==> src/rtl/wb_cmd_master.sv <==
//-----------------------------------------------------------------------------
// wb_cmd_master
//
// Turns single commands from a valid/ready command channel into Wishbone
// classic bus accesses and returns one response per command on a
// valid/ready response channel. A command is a write, a single read or
// (optionally) a poll: the same address is read repeatedly until the masked
// read data equals the masked expected value, with a bounded attempt count.
// Each bus access is bounded by an ack timeout.
//
// Configuration macro:
//   WB_CMD_MASTER_POLL_EN  defined   -> poll commands supported (mask
//                                       compare, GAP state, attempt counter,
//                                       status 10 on exhaustion)
//                          undefined -> cmd_poll_i / cmd_mask_i ignored; every
//                                       non-write is a plain single read
//
// Parameters:
//   TIMEOUT_CYCLES  cycles an access waits for wb_ack_i (0 = wait forever)
//   POLL_MAX        read attempts per poll command (0 = unbounded)
//
// Ports:
//   wb_clk_i, wb_rst_i           clock, asynchronous active-high reset
//   cmd_valid_i / cmd_ready_o    command handshake (ready only when idle)
//   cmd_we_i, cmd_poll_i         write / poll-read select
//   cmd_adr_i, cmd_dat_i         address, write data or poll expected value
//   cmd_mask_i, cmd_sel_i        poll compare mask, byte selects
//   rsp_valid_o / rsp_ready_i    response handshake
//   rsp_data_o, rsp_err_o        read data, status (00 ok, 01 timeout,
//                                10 poll exhausted)
//   busy_o                       high whenever not idle
//   wb_*                         Wishbone classic master port
//-----------------------------------------------------------------------------
module wb_cmd_master #(
   parameter int unsigned TIMEOUT_CYCLES = 255,
   parameter int unsigned POLL_MAX       = 1024
) (
   input  logic        wb_clk_i,
   input  logic        wb_rst_i,
   input  logic        cmd_valid_i,
   output logic        cmd_ready_o,
   input  logic        cmd_we_i,
   input  logic        cmd_poll_i,
   input  logic [31:0] cmd_adr_i,
   input  logic [31:0] cmd_dat_i,
   input  logic [31:0] cmd_mask_i,
   input  logic [3:0]  cmd_sel_i,
   output logic        rsp_valid_o,
   input  logic        rsp_ready_i,
   output logic [31:0] rsp_data_o,
   output logic [1:0]  rsp_err_o,
   output logic        busy_o,
   output logic [31:0] wb_adr_o,
   output logic [31:0] wb_dat_o,
   input  logic [31:0] wb_dat_i,
   output logic [3:0]  wb_sel_o,
   output logic        wb_we_o,
   output logic        wb_cyc_o,
   output logic        wb_stb_o,
   input  logic        wb_ack_i
);

   // Timeout counter is wide enough to hold TIMEOUT_CYCLES and saturates.
   localparam int unsigned   TW       = $clog2(TIMEOUT_CYCLES + 2);
   localparam bit            TMO_EN   = (TIMEOUT_CYCLES != 0);
   localparam logic [TW-1:0] TMO_LAST = TW'((TIMEOUT_CYCLES > 0) ? (TIMEOUT_CYCLES - 1) : 0);

   localparam logic [1:0] ERR_OK  = 2'b00;
   localparam logic [1:0] ERR_TMO = 2'b01;

`ifdef WB_CMD_MASTER_POLL_EN
   localparam logic [1:0] ERR_POLL = 2'b10;

   typedef enum logic [1:0] {
      ST_IDLE = 2'd0,
      ST_REQ  = 2'd1,
      ST_RSP  = 2'd2,
      ST_GAP  = 2'd3
   } state_t;
`else
   typedef enum logic [1:0] {
      ST_IDLE = 2'd0,
      ST_REQ  = 2'd1,
      ST_RSP  = 2'd2
   } state_t;
`endif

   state_t        state_r;
   state_t        state_d;

   // Latched command
   logic [31:0]   adr_r;
   logic [31:0]   dat_r;
   logic [3:0]    sel_r;
   logic          we_r;

   logic [TW-1:0] tmo_cnt_r;
   logic          tmo_hit_s;
   logic          accept_s;

   // Registered outputs and their next values
   logic          cmd_ready_r;
   logic          cmd_ready_d;
   logic          busy_r;
   logic          busy_d;
   logic          cyc_r;
   logic          cyc_d;
   logic          we_out_r;
   logic          we_out_d;
   logic          rsp_valid_r;
   logic          rsp_valid_d;
   logic [31:0]   rsp_data_r;
   logic [31:0]   rsp_data_d;
   logic [1:0]    rsp_err_r;
   logic [1:0]    rsp_err_d;

   // cmd_ready_o is high exactly in IDLE, so IDLE plus valid is the handshake.
   assign accept_s  = (state_r == ST_IDLE) && cmd_valid_i;
   assign tmo_hit_s = TMO_EN && (tmo_cnt_r == TMO_LAST);

`ifdef WB_CMD_MASTER_POLL_EN
   localparam int unsigned   PW        = $clog2(POLL_MAX + 2);
   localparam bit            PMAX_EN   = (POLL_MAX != 0);
   localparam logic [PW-1:0] POLL_LAST = PW'((POLL_MAX > 0) ? (POLL_MAX - 1) : 0);

   logic          poll_r;
   logic [31:0]   mask_r;
   logic [PW-1:0] poll_cnt_r;    // completed mismatching reads of this command
   logic          match_s;
   logic          poll_last_s;
   logic          poll_retry_s;

   // Only bits selected by the mask take part in the compare.
   assign match_s      = ((wb_dat_i ^ dat_r) & mask_r) == 32'h0000_0000;
   assign poll_last_s  = PMAX_EN && (poll_cnt_r == POLL_LAST);
   assign poll_retry_s = poll_r && !match_s && !poll_last_s;
`else
   logic unused_poll_s;

   assign unused_poll_s = cmd_poll_i ^ (^cmd_mask_i);
`endif

   // State register
   always_ff @(posedge wb_clk_i or posedge wb_rst_i) begin
      if (wb_rst_i) begin
         state_r <= ST_IDLE;
      end else begin
         state_r <= state_d;
      end
   end

   // Next-state logic
   always_comb begin
      state_d = state_r;
      case (state_r)
         ST_IDLE: begin
            if (cmd_valid_i) begin
               state_d = ST_REQ;
            end else begin
               state_d = ST_IDLE;
            end
         end
         ST_REQ: begin
            // An ack in the same cycle as the timeout still completes the access.
            if (wb_ack_i) begin
`ifdef WB_CMD_MASTER_POLL_EN
               if (poll_retry_s) begin
                  state_d = ST_GAP;
               end else begin
                  state_d = ST_RSP;
               end
`else
               state_d = ST_RSP;
`endif
            end else if (tmo_hit_s) begin
               state_d = ST_RSP;
            end else begin
               state_d = ST_REQ;
            end
         end
`ifdef WB_CMD_MASTER_POLL_EN
         ST_GAP: begin
            // One idle bus cycle between poll reads.
            state_d = ST_REQ;
         end
`endif
         ST_RSP: begin
            if (rsp_ready_i) begin
               state_d = ST_IDLE;
            end else begin
               state_d = ST_RSP;
            end
         end
         default: begin
            state_d = ST_IDLE;
         end
      endcase
   end

   // Output logic: next values of every registered output
   always_comb begin
      cmd_ready_d = (state_d == ST_IDLE);
      busy_d      = (state_d != ST_IDLE);
      cyc_d       = (state_d == ST_REQ);
      // On the accept edge the latched we is not yet valid; use the input.
      if (accept_s) begin
         we_out_d = cmd_we_i;
      end else begin
         we_out_d = cyc_d & we_r;
      end

      rsp_valid_d = rsp_valid_r;
      rsp_data_d  = rsp_data_r;
      rsp_err_d   = rsp_err_r;
      if ((state_r == ST_REQ) && (state_d == ST_RSP)) begin
         rsp_valid_d = 1'b1;
         if (wb_ack_i) begin
            if (we_r) begin
               rsp_data_d = 32'h0000_0000;
            end else begin
               rsp_data_d = wb_dat_i;
            end
`ifdef WB_CMD_MASTER_POLL_EN
            // Leaving REQ on a mismatching poll read means attempts ran out.
            if (poll_r && !match_s) begin
               rsp_err_d = ERR_POLL;
            end else begin
               rsp_err_d = ERR_OK;
            end
`else
            rsp_err_d = ERR_OK;
`endif
         end else begin
            rsp_data_d = 32'h0000_0000;
            rsp_err_d  = ERR_TMO;
         end
      end else if (state_d == ST_IDLE) begin
         rsp_valid_d = 1'b0;
         rsp_data_d  = 32'h0000_0000;
         rsp_err_d   = ERR_OK;
      end else begin
         // Response held stable while waiting for rsp_ready_i.
         rsp_valid_d = rsp_valid_r;
      end
   end

   // Output registers
   always_ff @(posedge wb_clk_i or posedge wb_rst_i) begin
      if (wb_rst_i) begin
         cmd_ready_r <= 1'b1;
         busy_r      <= 1'b0;
         cyc_r       <= 1'b0;
         we_out_r    <= 1'b0;
         rsp_valid_r <= 1'b0;
         rsp_data_r  <= 32'h0000_0000;
         rsp_err_r   <= 2'b00;
      end else begin
         cmd_ready_r <= cmd_ready_d;
         busy_r      <= busy_d;
         cyc_r       <= cyc_d;
         we_out_r    <= we_out_d;
         rsp_valid_r <= rsp_valid_d;
         rsp_data_r  <= rsp_data_d;
         rsp_err_r   <= rsp_err_d;
      end
   end

   // Command latch, loaded on the accept handshake
   always_ff @(posedge wb_clk_i or posedge wb_rst_i) begin
      if (wb_rst_i) begin
         adr_r <= 32'h0000_0000;
         dat_r <= 32'h0000_0000;
         sel_r <= 4'h0;
         we_r  <= 1'b0;
      end else if (accept_s) begin
         adr_r <= cmd_adr_i;
         dat_r <= cmd_dat_i;
         sel_r <= cmd_sel_i;
         we_r  <= cmd_we_i;
      end
   end

   // Ack timeout counter: zero outside REQ so every entry starts fresh
   always_ff @(posedge wb_clk_i or posedge wb_rst_i) begin
      if (wb_rst_i) begin
         tmo_cnt_r <= '0;
      end else if (state_r != ST_REQ) begin
         tmo_cnt_r <= '0;
      end else if (tmo_cnt_r != '1) begin
         tmo_cnt_r <= tmo_cnt_r + TW'(1'b1);
      end
   end

`ifdef WB_CMD_MASTER_POLL_EN
   // Poll command latch, loaded on the accept handshake
   always_ff @(posedge wb_clk_i or posedge wb_rst_i) begin
      if (wb_rst_i) begin
         poll_r <= 1'b0;
         mask_r <= 32'h0000_0000;
      end else if (accept_s) begin
         // Poll only applies to reads.
         poll_r <= cmd_poll_i & ~cmd_we_i;
         mask_r <= cmd_mask_i;
      end
   end

   // Poll attempt counter: counts each mismatching read that leads to a retry
   always_ff @(posedge wb_clk_i or posedge wb_rst_i) begin
      if (wb_rst_i) begin
         poll_cnt_r <= '0;
      end else if (accept_s) begin
         poll_cnt_r <= '0;
      end else if ((state_r == ST_REQ) && (state_d == ST_GAP) && (poll_cnt_r != '1)) begin
         poll_cnt_r <= poll_cnt_r + PW'(1'b1);
      end
   end
`endif

   assign cmd_ready_o = cmd_ready_r;
   assign busy_o      = busy_r;
   assign rsp_valid_o = rsp_valid_r;
   assign rsp_data_o  = rsp_data_r;
   assign rsp_err_o   = rsp_err_r;
   assign wb_cyc_o    = cyc_r;
   assign wb_stb_o    = cyc_r;
   assign wb_we_o     = we_out_r;
   assign wb_adr_o    = adr_r;
   assign wb_dat_o    = dat_r;
   assign wb_sel_o    = sel_r;

endmodule

==> config.mk <==
export PLATFORM = sky130hd
export DESIGN_NAME = wb_cmd_master
export DESIGN_NICKNAME = d
export VERILOG_FILES = /design/src/rtl/wb_cmd_master.sv
export SDC_FILE = /design/constraint.sdc
export NUM_CORES = 1
export LEC_CHECK = 0
export ABC_AREA = 1
export CAP_MARGIN = 20
export CORE_ASPECT_RATIO = 2
export CORE_MARGIN = 1.5
export CORE_UTILIZATION = 44
export CTS_CLUSTER_SIZE = 28
export DETAILED_ROUTE_END_ITERATION = 8
export PLACE_DENSITY = 0.92
export RECOVER_POWER = 50
export SETUP_SLACK_MARGIN = 0.4
export SLEW_MARGIN = 20
export SYNTH_ARGS = -nofsm -noshare
export SYNTH_HDL_FRONTEND = slang
export SYNTH_SLANG_ARGS = --single-unit
==> constraint.sdc <==
create_clock -name wb_clk_i -period 10.4 [get_ports wb_clk_i]
set_input_delay 2.6 -clock wb_clk_i [delete_from_list [all_inputs] [get_ports wb_clk_i]]
set_output_delay 2.6 -clock wb_clk_i [all_outputs]
set_load 0.005 [all_outputs]
# == Word level (Yosys, flattened, before mapping) ==
# Index checks and enable logic that the tools add are counted.
# op_classes
mux,17
bitwise_logic,1
add_sub_neg,1
n_reduce_logical,7
eq_ne,7
# ops
cell,count
32-bit two-way mux,4
9-bit two-way mux,2
2-bit two-way mux,5
9-bit by 1-bit adder with 9-bit output (second input constant),1
9-bit by 8-bit == test with 1-bit output (second input constant),1
9-bit != test (second input constant),1
2-bit case mux with 3 select lines,1
2-bit nonzero test,3
1-bit two-way mux,5
2-bit by 1-bit == test with 1-bit output (second input constant),2
2-bit == test (second input constant),2
2-bit logical NOT,2
1-bit logical AND,2
2-bit by 1-bit != test with 1-bit output (second input constant),1
1-bit bitwise AND,1
# totals
in_bits,139
reg_bits,119
word_cells,46
output_inout_bits,108

# == Longest topological paths before layout ==
# depth
word_depth,7
depth_mapped,12
mapped_depth_nobuf,11

# == Worst setup path after synthesis ==
# Ideal clock, no wire load.
# synth_timing
path_type,input port to flip-flop
from,input wb_ack_i
to,"register rsp_data_r[10], in the netlist rsp_data_o[10]"
n_path_buf,1
arrival_time_ns,3.359
required_time_ns,10.285
setup_ns,0.115
stages,7
slack_ns,6.925
path_cell_list,inv_1 nand2_2 a21oi_4 nand2_8 buf_12 nand3_2 nand2_2
# synth_between
elab_chain_cells,5
elab_cells_between_ends,8
classes_between,eq/ne: 1; mux: 4; reduce/logical: 3
# synth_lines
item,line_no,text
start: declaration,60,input logic wb_ack_i
2-bit two-way mux,165,if (wb_ack_i) begin
2-bit case mux with 3 select lines,155,case (state_r)
2-bit == test,215,if ((state_r == ST_REQ) && (state_d == ST_RSP)) begin
1-bit logical AND,215,
32-bit two-way mux / 2-bit nonzero test (equally long branches),-,
end signal: assignment,263,rsp_data_r <= rsp_data_d;
end: declaration,112,logic [31:0] rsp_data_r;
# Parallel ways exist; a longest one is shown, timed or not.
# A chain may end at the register's enable or synchronous reset.

# == Worst setup path in the final report ==
# layout_timing
from,input cmd_valid_i
to,"register we_out_r, in the netlist wb_we_o"
# layout_between
elab_chain_cells,5
elab_cells_between_ends,6
classes_between,eq/ne: 1; mux: 3; bitwise: 1; reduce/logical: 1
# layout_lines
item,line_no,text
start: declaration,40,"input logic cmd_valid_i,"
1-bit two-way mux,157,if (cmd_valid_i) begin
2-bit case mux with 3 select lines,155,
2-bit by 1-bit == test with 1-bit output,204,cyc_d = (state_d == ST_REQ);
1-bit bitwise AND,209,we_out_d = cyc_d & we_r;
1-bit two-way mux (*),206,if (accept_s) begin
via we_out_d,109,logic we_out_d;
end signal: assignment,261,we_out_r <= we_out_d;
end: declaration,108,logic we_out_r;
# The timed path passes the listed nets; every way through them passes the cells marked *.

==> impl_summary.txt <==
----------------------------------------------------
[Floorplanning]
  Die extent in y ... 153 microns
  Placeable Area ... 10900 sq um
  Die Width ... 78.1 microns
  Total Die Area ... 12000 sq um
  # IOs ... 247
  Standard-cell row count ... 54
  Initial Utilization ... 0.453

[Clocking]
  Post-CTS setup repair buffer count ... 0
  # hold bufs at CTS ... 0
  Clock slew at reported path FFs ... 50 ps
  Clk Latency, worst-skew pair ... 400 ps
  Resize count post-CTS ... 0
  H-tree lvl count ... 4
  Clock tree from TritonCTS ... done
  Clock buffers created by TritonCTS ... 17
  Clock Tree Root ... clkbuf_16
  Maximum count of clock buffers along a single path ... 2
  CTS Sinks ... 118

[Global routing]
  Vias in the first global route ... 4500
  Number of antenna violations at the first check in global routing ... 0
  Global-route usage over all layers ... 0.233
  Global-route wire length before repair ... 21800 microns
  Total global routing overflow ... 0
  Maximum number of pins on one net before global-route repair ... 77

[Setup path]
  Largest incremental delay on the critical path ... 1730 ps
  Element type at the critical path end ... flop
  Kind of cell with the highest combined delay on the critical path ... buffers and inverters
  Max FO, Critical Path ... 71
  Setup Crit Path Kind ... in -> reg
  Cell-by-cell listing of the critical path ... dlygate4sd3_1 > nand3_1 > clkinv_2 > o21ai_1 > inv_1 > nor2_1
  Reg2reg start ... state_r[1]$_DFF_PP0_
  Buf/Inv on CP ... 3
  Endpoint arrival time on the critical path ... 7270 ps
  Critical path required time ... 10720 ps
  Slowest cell on crit path ... nand3_1
  Launching element type of the critical path ... input port
  CP Launch Point ... cmd_valid_i

[Placement]
  Routability-driven placement congestion ratio ... 0.768
  HPWL reported at the end of detailed placement ... 9500 microns
  Pre-CTS worst setup slack ... 4940 ps
  Cell Count Post-Placement ... 849
  IO buf count ... 212

[Synth]
  Cell area after synthesis ... 4960 sq um
  Async set or reset register ratio after synthesis ... 1.00
  Count of warnings emitted by yosys ... 0
  Flops & latches, synth ... 118
  Number of cells produced by synthesis ... 522
  Mapped Avg Cell Area ... 9.51 sq um
  Post-synth top flop ... dfrtp_1
  Number of enable flip-flop cells after synthesis ... 0
  Synthesized Nets ... 664
  Count of distinct cell types in the synthesized netlist ... 32
  Sequential share of the synthesized area ... 0.595

[Route]
  Via/cell ratio ... 4.81
  Routed Antenna Nets ... 0
  Initial DRC count ... 172
  Vias after detailed routing ... 4240
  Number of detailed-route iterations in the first pass ... 4
  Average routed wire per standard cell ... 15.0 microns
  Detailed-route DRC error count ... 0
  Total wire length after detailed routing ... 13200 microns

[Hold path]
  Startpoint of the lowest-slack hold path ... wb_adr_o[28]$_DFFE_PP0N_
  Path class of the lowest-slack min-delay path ... reg -> reg

[Timing]
  Max Transition Viols Final ... 116
  Final setup fails ... 0
  Worst slew pin tran ... 2680 ps
  Setup repair after global routing missed its margin ... false
  Accumulated negative setup slack ... 0 ps
  Worst clock skew ... 10.6 ps
  Final worst path period share ... 0.668
  PnR worst setup slack ... 3450 ps
  Worst slew margin relative to its limit ... -0.793
  Max Fclk ... 144 MHz
  Count of endpoints failing hold in the final timing report ... 0
  Post-route minimum period ... 6950 ps

[Outcome]
  Outcome ... finished, violations left
  Violations in the final reports ... capacitance limit, slew limit

[Final layout]
  Layout cell share with drive strength beyond 1 ... 0.138
  Ant diodes ... 0
  Total Nets Final ... 871
  Number of standard cells in the final layout excluding fillers ... 881
  Util after Layout ... 0.698
  Syn-to-layout area delta ... 53.9%

[Power]
  Peak ir drop on the vdd network ... 0.000180 V
  Power Density ... 270 nW/um^2
  Leakage power figure ... 3.80 nW

[Job]
  Number of max-cap violations ... 2

----------------------------------------------------
sequential cells by signal (all words and copies together), names as in the netlist:
signal       count
wb_adr_o        32
tmo_cnt_r        9
rsp_err_o        1
we_r             1
wb_dat_o        32
busy_o           1
state_r          2
wb_sel_o         4
rsp_valid_o      1
rsp_data_o      32
wb_cyc_o         1
cmd_ready_o      1
wb_we_o          1
tightest hold or removal path, stage by stage, from the launching register on:
cell and delay, ps:
dfrtp_1 330, nand2_1 50, nand2_1 50
final timing paths:
kind	to	slack, ps	cells past startpoint
worst max-delay path	wb_we_o$_DFF_PP0_	3450	6
worst min-delay path	wb_adr_o[28]$_DFFE_PP0N_	470	2
worst max register to register	wb_we_o$_DFF_PP0_	5620	6
worst min register to register	wb_adr_o[28]$_DFFE_PP0N_	470	2
max in group asynchronous	wb_adr_o[27]$_DFFE_PP0N_	5620	3
min in group asynchronous	wb_sel_o[2]$_DFFE_PP0N_	3100	2
stage by stage:
| stage | instance area (sq um) | hold slack, ps | power [mW] |
|---|---|---|---|
| floorplan | 4960 | 454 | 1.14 |
| global route | 7640 | 497 | 2.20 |
| CTS | 7650 | 479 | 2.15 |
| finish | 7640 | 469 | 2.06 |
| global placement | 7080 | 462 | 1.55 |
| detailed placement | 7080 | 464 | 1.59 |
routing by layer:
layer  wire length, microns  GRT usage  vias to the layer above  part of all wire
li1                       -          -                     2024                 -
met1                   4710      0.250                     2014              0.36
met2                   7310      0.423                      175              0.55
met3                    826     0.0609                       27             0.063
met4                    362     0.0961                        0             0.027
met5                      0          0                        -                 0
cell usage after synthesis, types with 3 or more instances:
cell / instances / area share
nand3_1: 7 / 0.0071
buf_1: 5 / 0.0038
dfrtp_1: 117 / 0.59
nor3_1: 3 / 0.0030
nand3_2: 28 / 0.056
nor2_1: 5 / 0.0038
o21ai_0: 6 / 0.0061
clkbuf_1: 5 / 0.0038
buf_12: 3 / 0.012
inv_1: 16 / 0.012
ha_1: 3 / 0.0076
a21oi_1: 8 / 0.0081
inv_2: 4 / 0.0030
buf_4: 4 / 0.0061
buf_6: 3 / 0.0068
nand2_2: 32 / 0.040
buf_2: 6 / 0.0061
nand2_1: 251 / 0.19
report_power, final:
| part | internal (mW) | total, mW | switching [mW] |
|---|---|---|---|
| clock | 0.352 | 0.546 | 0.194 |
| combinational | 0.383 | 0.766 | 0.382 |
| sequential | 0.645 | 0.750 | 0.105 |
| total | 1.38 | 2.06 | 0.682 |
placed cells by master, fill, tap and decap left out, types with 2 or more instances in the layout:
master           synthesis  final
nor2_2                   2      2
nor2_1                   5      5
nand4_1                  2      2
dlygate4sd3_1            0    109
a21oi_1                  8      9
clkinv_2                 0      3
clkinvlp_4               0      3
ha_1                     3      3
dfrtp_1                117    117
clkinv_4                 1      2
clkbuf_1                 5      3
nand2_2                 32     31
clkdlybuf4s50_1          0    103
o21ai_0                  6      6
nor3_1                   3      3
clkbuf_8                 0      4
inv_2                    4      3
nand3_1                  7      8
nand2_1                251    252
clkbuf_16                0     17
inv_1                   16     15
nand3_2                 28     28
cell families (layout without fill, tap and decap cells):
kind of cell               Yosys count  in the layout  share of synthesized area
and+or+nand+nor                    336            336                      0.321
DFF                                118            118                      0.595
buffers and inverters               47            266                     0.0555
AOI/OAI and AO/OA                   17             17                     0.0199
adders and majority gates            3              3                    0.00757
other                                1              1                   0.000756
layout make-up:
| type | count | area, sq um |
|---|---|---|
| well taps | 140 | 175 |
| clock buffers | 24 | 492 |
| inverters | 21 | 86.3 |
| fillers | 792 | 3310 |
| flip-flops and latches | 118 | 2950 |
| repair buffers | 214 | 2140 |
| multi-input cells | 357 | 1710 |
| clock inverters | 7 | 71.3 |
Note: power is estimated with default switching activity, not from simulation.
